`src/rtl/alu_sequencer.sv`:
```
// alu_sequencer: collects two operands and an opcode, then captures the registered ALU result
module alu_sequencer #(
  parameter int ALU_LATENCY = 1
) (
  input  logic        clk,
  input  logic        reset,
  input  logic [7:0]  sw,
  input  logic [2:0]  op_sel,
  input  logic        enter,
  input  logic [15:0] alu_result,
  output logic [7:0]  operand_a,
  output logic [7:0]  operand_b,
  output logic [2:0]  op_code,
  output logic [15:0] result,
  output logic        result_valid,
  output logic        busy,
  output logic [1:0]  stage,
  output logic [7:0]  op_count
);
  localparam logic [1:0] LOAD_A = 2'd0;
  localparam logic [1:0] LOAD_B = 2'd1;
  localparam logic [1:0] WAIT   = 2'd2;
  localparam logic [1:0] SHOW   = 2'd3;
  logic [1:0] state;
  logic       enterQ;
  logic [3:0] waitCnt;
  logic       enterRise;
  assign enterRise = enter & ~enterQ;
  assign busy      = state == WAIT;
  assign stage     = state;
  // enterQ tracks in every state so a press during WAIT is consumed there
  always_ff @(posedge clk) begin
    if (reset) begin
      state        <= LOAD_A;
      enterQ       <= 1'b0;
      waitCnt      <= 4'd0;
      operand_a    <= 8'd0;
      operand_b    <= 8'd0;
      op_code      <= 3'd0;
      result       <= 16'd0;
      result_valid <= 1'b0;
      op_count     <= 8'd0;
    end else begin
      enterQ <= enter;
      case (state)
        LOAD_A: if (enterRise) begin
          operand_a    <= sw;
          result_valid <= 1'b0;
          state        <= LOAD_B;
        end
        LOAD_B: if (enterRise) begin
          operand_b <= sw;
          op_code   <= op_sel;
          waitCnt   <= 4'(ALU_LATENCY);
          state     <= WAIT;
        end
        WAIT: if (waitCnt != 4'd0) waitCnt <= waitCnt - 4'd1;
        else begin
          result       <= alu_result;
          result_valid <= 1'b1;
          op_count     <= op_count + 8'd1;
          state        <= SHOW;
        end
        default: if (enterRise) state <= LOAD_A;
      endcase
    end
  end
endmodule

```
`config.mk`:
```
export PLATFORM = sky130hd
export DESIGN_NAME = alu_sequencer
export DESIGN_NICKNAME = d
export VERILOG_FILES = /design/src/rtl/alu_sequencer.sv
export SDC_FILE = /design/constraint.sdc
export NUM_CORES = 1
export LEC_CHECK = 0
export BUFFER_PORTS_ARGS = -buffer_cell sky130_fd_sc_hd__buf_2
export CAP_MARGIN = 20
export CORE_MARGIN = 3
export CORE_UTILIZATION = 48
export CTS_BUF_LIST = sky130_fd_sc_hd__clkbuf_16
export CTS_CLUSTER_DIAMETER = 50
export DETAILED_ROUTE_END_ITERATION = 8
export GPL_ROUTABILITY_DRIVEN = 0
export PLACE_DENSITY = 0.79
export REMOVE_ABC_BUFFERS = 1
export SLEW_MARGIN = 20
export SYNTH_ARGS = -nofsm -noshare
export SYNTH_HDL_FRONTEND = slang
export SYNTH_SLANG_ARGS = --single-unit
export TNS_END_PERCENT = 50
```
`constraint.sdc`:
```
create_clock -name clk -period 1.8 [get_ports clk]
set_input_delay 0.18 -clock clk [delete_from_list [all_inputs] [get_ports clk]]
set_output_delay 0.18 -clock clk [all_outputs]
set_load 0.005 [all_outputs]
```
==> Yosys cells after proc, flatten, opt, wreduce, memory -nomap -nowiden <==
Index checks and enable logic that the tools add are counted.
{ "totals": {"regBits": 51, "inputBits": 30} }
{ "classes": {"add_sub_neg": 2, "eq_ne": 6, "n_mux": 11, "n_bitwise": 3, "reduce_logical": 11} }
{ "ops": {"columns": ["operator", "n"], "rows": [
  ["adder 8 x 1 -> 8 bit (second input constant)", 1],
  ["two-way mux 2 bit", 4],
  ["two-way mux 4 bit", 2],
  ["one-hot mux 4 bit (2 select lines)", 1],
  ["inequality test 2 bit (second input constant)", 3],
  ["one-hot mux 2 bit (3 select lines)", 1],
  ["AND reduction 2 bit", 3],
  ["AND reduction 3 bit", 2],
  ["nonzero test 2 bit", 3],
  ["AND reduction 4 bit", 1],
  ["nonzero test 4 bit", 1],
  ["subtractor 4 x 1 -> 4 bit (second input constant)", 1],
  ["equality test 2 x 1 -> 1 bit (second input constant)", 1],
  ["equality test 2 bit (second input constant)", 1],
  ["logical NOT 2 bit", 1],
  ["two-way mux 1 bit", 2],
  ["inequality test 2 x 1 -> 1 bit (second input constant)", 1],
  ["inverter 1 bit", 2],
  ["one-hot mux 1 bit (2 select lines)", 1],
  ["bitwise AND 1 bit", 1]
]} }

==> Depth between registers and ports, before layout <==
Gate-level depths: netlist (run 1).
{ "depth": {"ltp_word": 4, "depth_mapped": 8, "ltp_nobuf": 6} }

==> Worst setup path before layout (run 1) <==
Ideal clock, no wire load.
{ "synth_path": {"path_kind": "register to register", "startpoint": "register state[0] (netlist: stage[0])", "endpoint": "register waitCnt[1]", "arrival_ps": 1516, "required_ps": 1669, "path_slack_ps": 153, "stages_incl_launch_ff": 8, "n_path_buf": 2, "period_less_slack_ps": 1647, "cell_sequence": "dfxtp_1 > inv_1 > ha_1 > buf_4 > and4bb_2 > buf_2 > a21oi_1 > o32ai_1"} }
{ "synth_between": {"elab_chain_cells": 3, "elab_cells_between_ends": 7, "cone_classes": "4 x eq/ne; 1 x mux; 2 x reduce/logical"} }
{ "synth_rtl": {"columns": ["item", "line_no", "rtl"], "rows": [
  ["from (decl)", "24", "logic [1:0] state;"],
  ["from (signal assigned)", "34", "state <= LOAD_A;"],
  ["from (signal assigned)", "49", "state <= LOAD_B;"],
  ["from (signal assigned)", "55", "state <= WAIT;"],
  ["equality test 2 bit (*)", null, null],
  ["named net busy", "16", "output logic busy,"],
  ["inequality test 2 x 1 -> 1 bit (no line) / nonzero test 2 bit (equally long branches)", null, null],
  ["AND reduction 3 bit (no line)", null, null],
  ["to (signal assigned)", "54", "waitCnt <= 4'(ALU_LATENCY);"],
  ["to (signal assigned)", "57", "WAIT: if (waitCnt != 4'd0) waitCnt <= waitCnt - 4'd1;"],
  ["to (decl)", "26", "logic [3:0] waitCnt;"]
]} }
Mark *: on every way through the listed nets, which the timed path passes. The rest lies on a longest branch.
A chain may end at the register's enable or synchronous reset.

==> Final worst setup path (run 1) <==
{ "layout_path": {"startpoint": "register waitCnt[0]", "endpoint": "register state[1] (netlist: stage[1])"} }
{ "layout_between": {"elab_chain_cells": 3} }
{ "layout_rtl": {"columns": ["item", "line_no", "rtl"], "rows": [
  ["nonzero test 4 bit", "57", null],
  ["inequality test 2 bit (no line)", null, null],
  ["AND reduction 4 bit (no line)", null, null],
  ["to (signal assigned)", "55", null],
  ["to (signal assigned)", "62", "state <= SHOW;"],
  ["to (signal assigned)", "64", "default: if (enterRise) state <= LOAD_A;"]
]} }
Every way passes these cells.

==> reports/results.ini, run 1 <==
[setup_path]
critPathKind = reg2reg
critPathMaxFanout = 3
critical-path-top-delay-family = simple AND/OR/NAND/NOR gates
cp.arrival_ns = 1.84
cp_slowest_cell = or3b_4
cp.required_ns = 1.98
setup.worst_path.start_class = flop
endpoint_kind = flop
worst-path-buf-inv = 1
worstPathCellList = inv_1, ha_2, or3b_4, a22oi_2, mux2i_1, nor2_1
max_stage_delay_ns = 0.40

[floorplanning]
core_um2 = 4120
start_util = 0.510
die_x_um = 72.1
die_y_um = 72.1
io_pins = 77
row_count = 23
die_area_um2 = 5200

[timing]
slew_violations = 0
rsz0062_at_grt = false
slew-limit-headroom = 0.755
fin_crit_ns = 1.66
fmax_mhz = 602
setup_violations = 0
finalHoldViolCount = 0
post-route-period-util = 0.923
fin_skew_ns = 0.00383
tns_ns = 0
worstMarginPinSlew_ns = 0.367
whs_ns = 0.135

[layout]
final_cells = 380
nNetsFinal = 366
layout_common_cells = buf_2 (76), nand2_1 (71), dfxtp_1 (51)
fillers = 358
diodes = 0
syn_to_final_growth_pct = 28.0
final_cell_area_um2 = 2680
layout_commonest_cell = buf_2
drive_gt1_frac = 0.297

[place]
post-place-cells = 372
post_dp_cell_area_um2 = 2540
portBuffers = 76
post-dp-hpwl_mm = 3.54

[logic_synthesis]
synth_top_family_by_area = simple AND/OR/NAND/NOR gates
async_flop_share = 0
synthSimpleGateAreaFrac = 0.249
syn_area_um2 = 2100
synth_top_flop_cell = dfxtp_1
synth_compound_area_frac = 0.135
syn_inst = 251
seq_area_frac_synth = 0.487
yosys_warnings = 0
ys_types = 36
ys_seq_elements = 51
synthMuxAreaShare = 0.0143
avgSynthCellArea_um2 = 8.35
synth_edf_count = 0
synthAdderAreaFrac = 0.0418
synthXorXnorAreaFrac = 0.0251

[run_status]
status = completed

[cts]
clock-sinks = 51
htreeDepth = 2
tritoncts = built
cts_setup_buffers = 0
clock_path_buffers = 2
cts.clk_slew.worst_paths_ns = 0.07
clock_latency_ns = 0.28
root_buffer = clkbuf_16
cts_buffers = 5

[grt]
grt_pass1_wl_mm = 7.83
grt_pass1_vias = 1806
grt_max_degree = 20
antenna_found_initial = 0
overflow = 0
grt_use_total = 0.185

[flow_run]
maxCapViolations = 0

[detailed_routing]
via_count = 1942
via_per_inst = 5.11
drtIter0Drc = 79
drc = 0
drt.antenna.violating_nets = 0
wl_per_cell_um = 12.6
drtPass1Iterations = 4
drt-total-wl_mm = 4.80

[power_and_ir_drop]
seq_power_share = 0.440
power.share.clock = 0.299
powerDensity_nw_per_um2 = 1120
power_switching_share = 0.304
power.combinational.fraction = 0.261
ir_drop_mv = 0.700
p_leak_uw = 0.00118
p_int_uw = 2090
power_switching_uw = 912

[worst_hold_path]
min_path_type = in2reg

-- area by class of cell --
class,count,area [µm²],area share
tap,50,62.6,0.0233
timing repair buffer,86,455,0.170
sequential,51,1020,0.380
clock buffer,5,125,0.0466
multi-input combinational,178,978,0.365
clock inverter,3,15.0,0.00559
inverter,7,26.3,0.00979
-- metrics by stage --
step	power (µW)	setup slack, ns	utilization
floorplan	1790	0.0507	-
global placement	2100	0.159	0.618
detailed placement	2130	0.130	0.618
CTS	3030	0.111	0.652
global route	3170	0.00440	0.652
finish	3000	0.139	0.652
-- registers in the layout, summed over array words and instances, names as in the netlist --
| register | cells |
|---|---|
| enterQ | 1 |
| op_count | 8 |
| operand_b | 8 |
| result | 16 |
| op_code | 3 |
| result_valid | 1 |
| waitCnt | 4 |
| operand_a | 8 |
| stage | 2 |
-- routing by layer --
metal  GRT usage  vias up  share of wire
li1            -      992              -
met1       0.231      887           0.45
met2       0.313       61           0.48
met3      0.0609        2          0.076
met4      0.0355        0        0.00083
met5           0        -              0
-- worst register-to-register path, cell delays in order (launching register included) --
cell and delay, ns:
dfxtp_1 0.32, inv_1 0.11, ha_2 0.23, or3b_4 0.40, a22oi_2 0.24, mux2i_1 0.20
nor2_1 0.05
-- worst paths after layout --
kind | end | from | slack, ns | cells after the start
setup / recovery | stage[1] | waitCnt[0] | 0.14 | 6
hold / removal | result[0] | alu_result[0] | 0.13 | 3
setup reg to reg | stage[1] | waitCnt[0] | 0.14 | 6
hold reg to reg | operand_b[6] | operand_b[6] | 0.45 | 2
-- repair_timing --
action / CTS / global route
hold endpoints to repair: 0 / 0
gates resized for setup: 0 / 1
hold buffers: 0 / 0
endpoints found under the setup margin: 0 / 2
-- cells in the mapped netlist, types with 2 or more instances --
library cell	count	share of area
nand2_1	71	0.13
inv_1	7	0.013
nand3_1	10	0.024
or3b_1	2	0.0084
nor2_1	11	0.020
clkbuf_1	9	0.016
nor2b_1	2	0.0060
mux2i_1	3	0.014
ha_1	7	0.042
xnor2_1	4	0.017
a21oi_1	40	0.095
o21ai_0	4	0.0095
dfxtp_1	51	0.49
buf_2	4	0.0095
xor2_1	2	0.0084
nor3_1	4	0.0095
-- power groups by stage --
stage / combinational [µW] / clock (µW) / sequential (µW)
after detailed placement: 784 / 0 / 1350
after global routing: 885 / 952 / 1340
after floorplan: 441 / 0 / 1350
after CTS: 788 / 921 / 1320
final: 783 / 897 / 1320
after global placement: 765 / 0 / 1340
-- cells by family (layout without fill, tap and decap cells) --
| logic type | Yosys count | in the layout |
|---|---|---|
| buffers and inverters | 22 | 101 |
| flip-flops | 51 | 51 |
| XOR/XNOR | 6 | 6 |
| multiplexers | 3 | 3 |
| adder cells (fa/ha/maj) | 7 | 7 |
| AND/OR/NAND/NOR | 111 | 111 |
| AO/OA/AOI/OAI | 51 | 51 |
(Power assumes the default switching activity.)
==> run 2: changes to the inputs <==
--- a/config.mk
+++ b/config.mk
@@ -14,7 +14,6 @@
 export DETAILED_ROUTE_END_ITERATION = 8
 export GPL_ROUTABILITY_DRIVEN = 0
 export PLACE_DENSITY = 0.79
-export REMOVE_ABC_BUFFERS = 1
 export SLEW_MARGIN = 20
 export SYNTH_ARGS = -nofsm -noshare
 export SYNTH_HDL_FRONTEND = slang
==> reports/results.ini, run 2 (synthesis gave the netlist of run 1 again) <==
[run_status]
status = completed

[cts]
root_buffer = clkbuf_16
cts_setup_buffers = 0  ; unchanged
clock-sinks = 51  ; unchanged
cts_buffers = 5  ; unchanged
clock_path_buffers = 2  ; unchanged
cts.clk_slew.worst_paths_ns = 0.06  ; about the same
htreeDepth = 2  ; unchanged
cts_hold_buffers = 0  ; unchanged
clock_latency_ns = 0.28  ; about the same
tritoncts = built
post_cts_resized = 0  ; unchanged

[timing]
post-route-period-util = 0.935  ; +0.0117
fmax_mhz = 594  ; -1.3%
worstMarginPinSlew_ns = 0.424  ; +0.0569 ns
rsz0062_at_grt = false
worst_slack_ns = 0.117  ; -0.0211 ns
fin_skew_ns = 0.00300  ; -0.000835 ns
tns_ns = 0  ; unchanged
slew-limit-headroom = 0.717  ; -0.0374
finalHoldViolCount = 0  ; unchanged
setup_violations = 0  ; unchanged
slew_violations = 0  ; unchanged
fin_crit_ns = 1.68  ; +0.0211 ns

[floorplanning]
die_x_um = 72.1  ; unchanged
row_count = 23  ; unchanged
core_um2 = 4120  ; unchanged
die_y_um = 72.1  ; unchanged
start_util = 0.510  ; unchanged
die_area_um2 = 5200  ; unchanged
io_pins = 77  ; unchanged

[setup_path]
r2r-start = stage[1]
critPathKind = reg2reg
max_stage_delay_ns = 0.40  ; about the same
setup.worst_path.start_class = flop
cp.required_ns = 1.95  ; -0.03 ns
worstReg2RegEnd = stage[1]
endpoint_kind = flop
cp_slowest_cell = dfxtp_1
critPathMaxFanout = 7  ; +4
worstRegToRegCells = 6  ; unchanged
cp.arrival_ns = 1.84  ; about the same
worstPathCellList = inv_1, ha_1, or3b_1, a22oi_2, mux2i_1, nor2_1
reg2reg_slack_ns = 0.12  ; -0.02 ns

[place]
post-dp-hpwl_mm = 3.58  ; +1.3%
portBuffers = 76  ; unchanged
place_ws_ns = 0.0927  ; -0.0374 ns

[grt]
overflow = 0  ; unchanged
grt_pass1_vias = 1770  ; -2.0%
grt_max_degree = 25  ; +25%
grt_use_total = 0.183  ; -0.00161
grt_pass1_wl_mm = 7.73  ; -1.3%
antenna_found_initial = 0  ; unchanged

[layout]
syn_to_final_growth_pct = 29.9
largest_register_ffs = 16  ; unchanged
top_register = result
drive_gt1_frac = 0.303  ; +0.00606
diodes = 0  ; unchanged
layout_common_cells = buf_2 (76), nand2_1 (71), dfxtp_1 (51)
nNetsFinal = 367  ; +0.27%
layout_commonest_cell = buf_2

[worst_hold_path]
hold_depth = 3  ; unchanged
hold_start = op_sel[1]
min_to = op_code[1]
min_path_type = in2reg

[detailed_routing]
via_per_inst = 5.17  ; +1.2%
drt.antenna.violating_nets = 0  ; unchanged
via_count = 1965  ; +1.2%
wl_per_cell_um = 12.8  ; +1.2%
drc = 0  ; unchanged
drtPass1Iterations = 4  ; unchanged
drtIter0Drc = 110  ; +39%
drt-total-wl_mm = 4.86  ; +1.2%

[logic_synthesis]
syn-num-nets = 288

[power_and_ir_drop]
ir_drop_mv = 0.748  ; +6.9%
powerDensity_nw_per_um2 = 1160  ; +3.7%
p_leak_uw = 0.00120  ; +1.5%

[flow_run]
maxCapViolations = 0  ; unchanged

run 2: routing by layer:
layer | global-route usage | wire length [µm]
met5 | 0 | 0
met1 | 0.216 | 2040
met3 | 0.0554 | 369
met2 | 0.325 | 2430
met4 | 0.0438 | 12
run 2: worst max-delay path, delay by kind of cell (launching register included):
| kind | cells | cell delay, ns |
|---|---|---|
| compound gates | 1 | 0.16 |
| fa+ha+maj | 1 | 0.25 |
| buf+inv | 1 | 0.08 |
| flops | 1 | 0.40 |
| mux | 1 | 0.20 |
| simple gates | 2 | 0.46 |
run 2: report_power, final:
part           leakage [µW]  internal, µW  switching, µW
Sequential         0.000414          1250           71.9
Combinational      0.000708           351            455
Clock             0.0000759           647            386
Total               0.00120          2250            913
run 2: worst max-delay path by stage:
stage | end | startpoint
2_1_floorplan | waitCnt[1] | stage[0]
3_3_place_gp | stage[1] | waitCnt[0]
3_5_place_dp | stage[1] | waitCnt[0]
4_1_cts | stage[1] | waitCnt[0]
5_1_grt | stage[1] | stage[1]
6_report | stage[1] | stage[1]
run 2: stage by stage:
| stage | total power (µW) | cells | hold WS (ns) | area [µm²] | util |
|---|---|---|---|---|---|
| 2_1_floorplan | 1840 | 251 | 0.308 | 2100 | - |
| 3_3_place_gp | 2120 | 373 | 0.422 | 2550 | 0.619 |
| 3_5_place_dp | 2140 | 373 | 0.426 | 2550 | 0.619 |
| 4_1_cts | 3180 | 380 | 0.125 | 2710 | 0.659 |
| 5_1_grt | 3330 | 380 | 0.137 | 2720 | 0.662 |
| 6_report | 3160 | 380 | 0.130 | 2720 | 0.662 |
run 2: final cells by class:
type / count / area (µm²)
inverter: 7 / 26.3
fill: 368 / 1390
tap: 50 / 62.6
sequential: 51 / 1020
clock inverter: 2 / 37.5
multi-input combinational: 178 / 988
clock buffer: 5 / 125
timing repair buffer: 87 / 463
==> run 3: changes to the inputs <==
--- a/config.mk
+++ b/config.mk
@@ -5,15 +5,16 @@
 export SDC_FILE = /design/constraint.sdc
 export NUM_CORES = 1
 export LEC_CHECK = 0
-export BUFFER_PORTS_ARGS = -buffer_cell sky130_fd_sc_hd__buf_2
 export CAP_MARGIN = 20
 export CORE_MARGIN = 3
-export CORE_UTILIZATION = 48
+export CORE_UTILIZATION = 49
 export CTS_BUF_LIST = sky130_fd_sc_hd__clkbuf_16
 export CTS_CLUSTER_DIAMETER = 50
 export DETAILED_ROUTE_END_ITERATION = 8
+export DONT_BUFFER_PORTS = 1
 export GPL_ROUTABILITY_DRIVEN = 0
-export PLACE_DENSITY = 0.79
+export GPL_TIMING_DRIVEN = 0
+export PLACE_DENSITY = 0.65
 export SLEW_MARGIN = 20
 export SYNTH_ARGS = -nofsm -noshare
 export SYNTH_HDL_FRONTEND = slang
==> reports/results.ini, run 3 (synthesis gave the netlist of run 1 again) <==
[run_status]
status = completed

[floorplanning]
row_count = 23  ; unchanged
start_util = 0.517  ; +0.00723
io_pins = 77  ; unchanged
core_um2 = 4060  ; -1.4%
die_area_um2 = 5100  ; -1.9%
die_y_um = 71.4  ; -0.94%
die_x_um = 71.4  ; -0.94%

[cts]
cts_hold_buffers = 0  ; unchanged
clock_latency_ns = 0.29  ; about the same
cts_buffers = 5  ; unchanged
clock_path_buffers = 2  ; unchanged
root_buffer = clkbuf_16
htreeDepth = 2  ; unchanged
cts_setup_buffers = 0  ; unchanged
clock-sinks = 51  ; unchanged
cts.clk_slew.worst_paths_ns = 0.06  ; about the same
tritoncts = built

[timing]
rsz0062_at_grt = false
slew-limit-headroom = 0.625  ; -0.0926
slew_violations = 0  ; unchanged
fin_crit_ns = 1.67  ; -0.0133 ns
fmax_mhz = 599  ; +0.79%
fin_skew_ns = 0.00382  ; +0.000823 ns
tns_ns = 0  ; unchanged
post-route-period-util = 0.927  ; -0.00736
finalHoldViolCount = 0  ; unchanged
setup_violations = 0  ; unchanged
worstMarginPinSlew_ns = 0.563  ; +0.139 ns

[worst_hold_path]
min_path_type = in2reg

[detailed_routing]
via_per_inst = 5.39  ; +4.2%
dr_wl_met3_um = 391  ; +6.0%
drtIter0Drc = 42  ; -62%
drc = 0  ; unchanged
drt.antenna.violating_nets = 0  ; unchanged
wl_met2_mm = 2.01  ; -17%
wl_per_cell_um = 14.8  ; +16%
drtPass1Iterations = 4  ; unchanged
wl_met1_mm = 2.04  ; -0.20%
via_count = 1659  ; -16%
drt-total-wl_mm = 4.55  ; -6.4%
top_layer = met4

[layout]
postLayoutCoreUtil = 0.585  ; -0.0773
nNetsFinal = 295  ; -20%
layout_commonest_cell = nand2_1
top_register = result
syn_to_final_growth_pct = 13.1
drive_gt1_frac = 0.105  ; -0.198
diodes = 0  ; unchanged
final_cell_area_um2 = 2370  ; -13%
largest_register_ffs = 16  ; unchanged
layout_common_cells = nand2_1 (71), dfxtp_1 (49), a21oi_1 (39)

[flow_run]
maxCapViolations = 0  ; unchanged

[power_and_ir_drop]
power_uw = 3060  ; -3.2%
p_leak_uw = 0.000829  ; -31%
ir_drop_mv = 0.595  ; -20%
powerDensity_nw_per_um2 = 1290  ; +11%

[place]
post-dp-hpwl_mm = 3.27  ; -8.6%
post_dp_cell_area_um2 = 2160  ; -15%
portBuffers = 0  ; -100%

[grt]
overflow = 0  ; unchanged
antenna_found_initial = 0  ; unchanged
grt_max_degree = 16  ; -36%
grt_pass1_vias = 1565  ; -12%
grt_pass1_wl_mm = 7.44  ; -3.8%
grt_use_total = 0.185  ; +0.00170

[setup_path]
reg2reg_slack_ns = 0.13  ; about the same
worstPathCellList = inv_1, ha_4, or3b_4, a22oi_2, mux2i_1, nor2_1
critPathMaxFanout = 3  ; -4
endpoint_kind = flop
setup.worst_path.start_class = flop
max_stage_delay_ns = 0.40  ; about the same
critPathKind = reg2reg
cp.required_ns = 1.96  ; about the same
cp_slowest_cell = or3b_4
cp.arrival_ns = 1.83  ; about the same

[logic_synthesis]
syn-num-nets = 288  ; unchanged

run 3: cell type report:
class	instances	area (µm²)
Buffer	15	90.1
Clock buffer	5	125
Clock inverter	2	37.5
Fill cell	383	1690
Inverter	7	26.3
Multi-Input combinational cell	178	1010
Sequential cell	51	1020
Tap cell	50	62.6
run 3: per-layer routing:
metal,vias to the layer above,GRT usage
met5,-,0
met2,55,0.278
li1,848,-
met1,746,0.234
met4,0,0.0877
met3,10,0.0715
run 3: per-stage QoR:
step	worst slack, ns	std cells	hold WS [ns]
after floorplan	0.153	251	0.308
after global placement	-0.0776	301	0.309
after detailed placement	-0.0567	301	0.318
after CTS	0.00235	308	0.0137
after global routing	0.0137	308	0.0201
final	0.131	308	0.0196
run 3: critical path: cells and delay by family (launching register included):
family	cells	cell delay, ns
muxes	1	0.20
AOI/OAI and AO/OA	1	0.25
DFF	1	0.32
and+or+nand+nor	2	0.45
buffers and inverters	1	0.15
adders and majority gates	1	0.18
run 3: path summary, 6_finish.rpt:
path / from / cells past startpoint / endpoint
setup / recovery: waitCnt[0] / 6 / stage[1]
hold / removal: sw[5] / 2 / operand_b[5]
setup reg to reg: waitCnt[0] / 6 / stage[1]
hold reg to reg: result[0] / 2 / result[0]
run 3: repair_timing:
action	in CTS	in global routing
gates resized for setup	3	17
hold endpoints to repair	0	0
gates cloned	0	0
endpoints found under the setup margin	13	30
pin swaps	0	1
run 3: power by group:
group / switching (µW) / total (µW) / leakage [µW] / internal [µW]
clock network: 398 / 1050 / 0.0000759 / 648
logic: 401 / 657 / 0.000339 / 256
registers: 105 / 1360 / 0.000414 / 1250
total: 904 / 3060 / 0.000829 / 2160
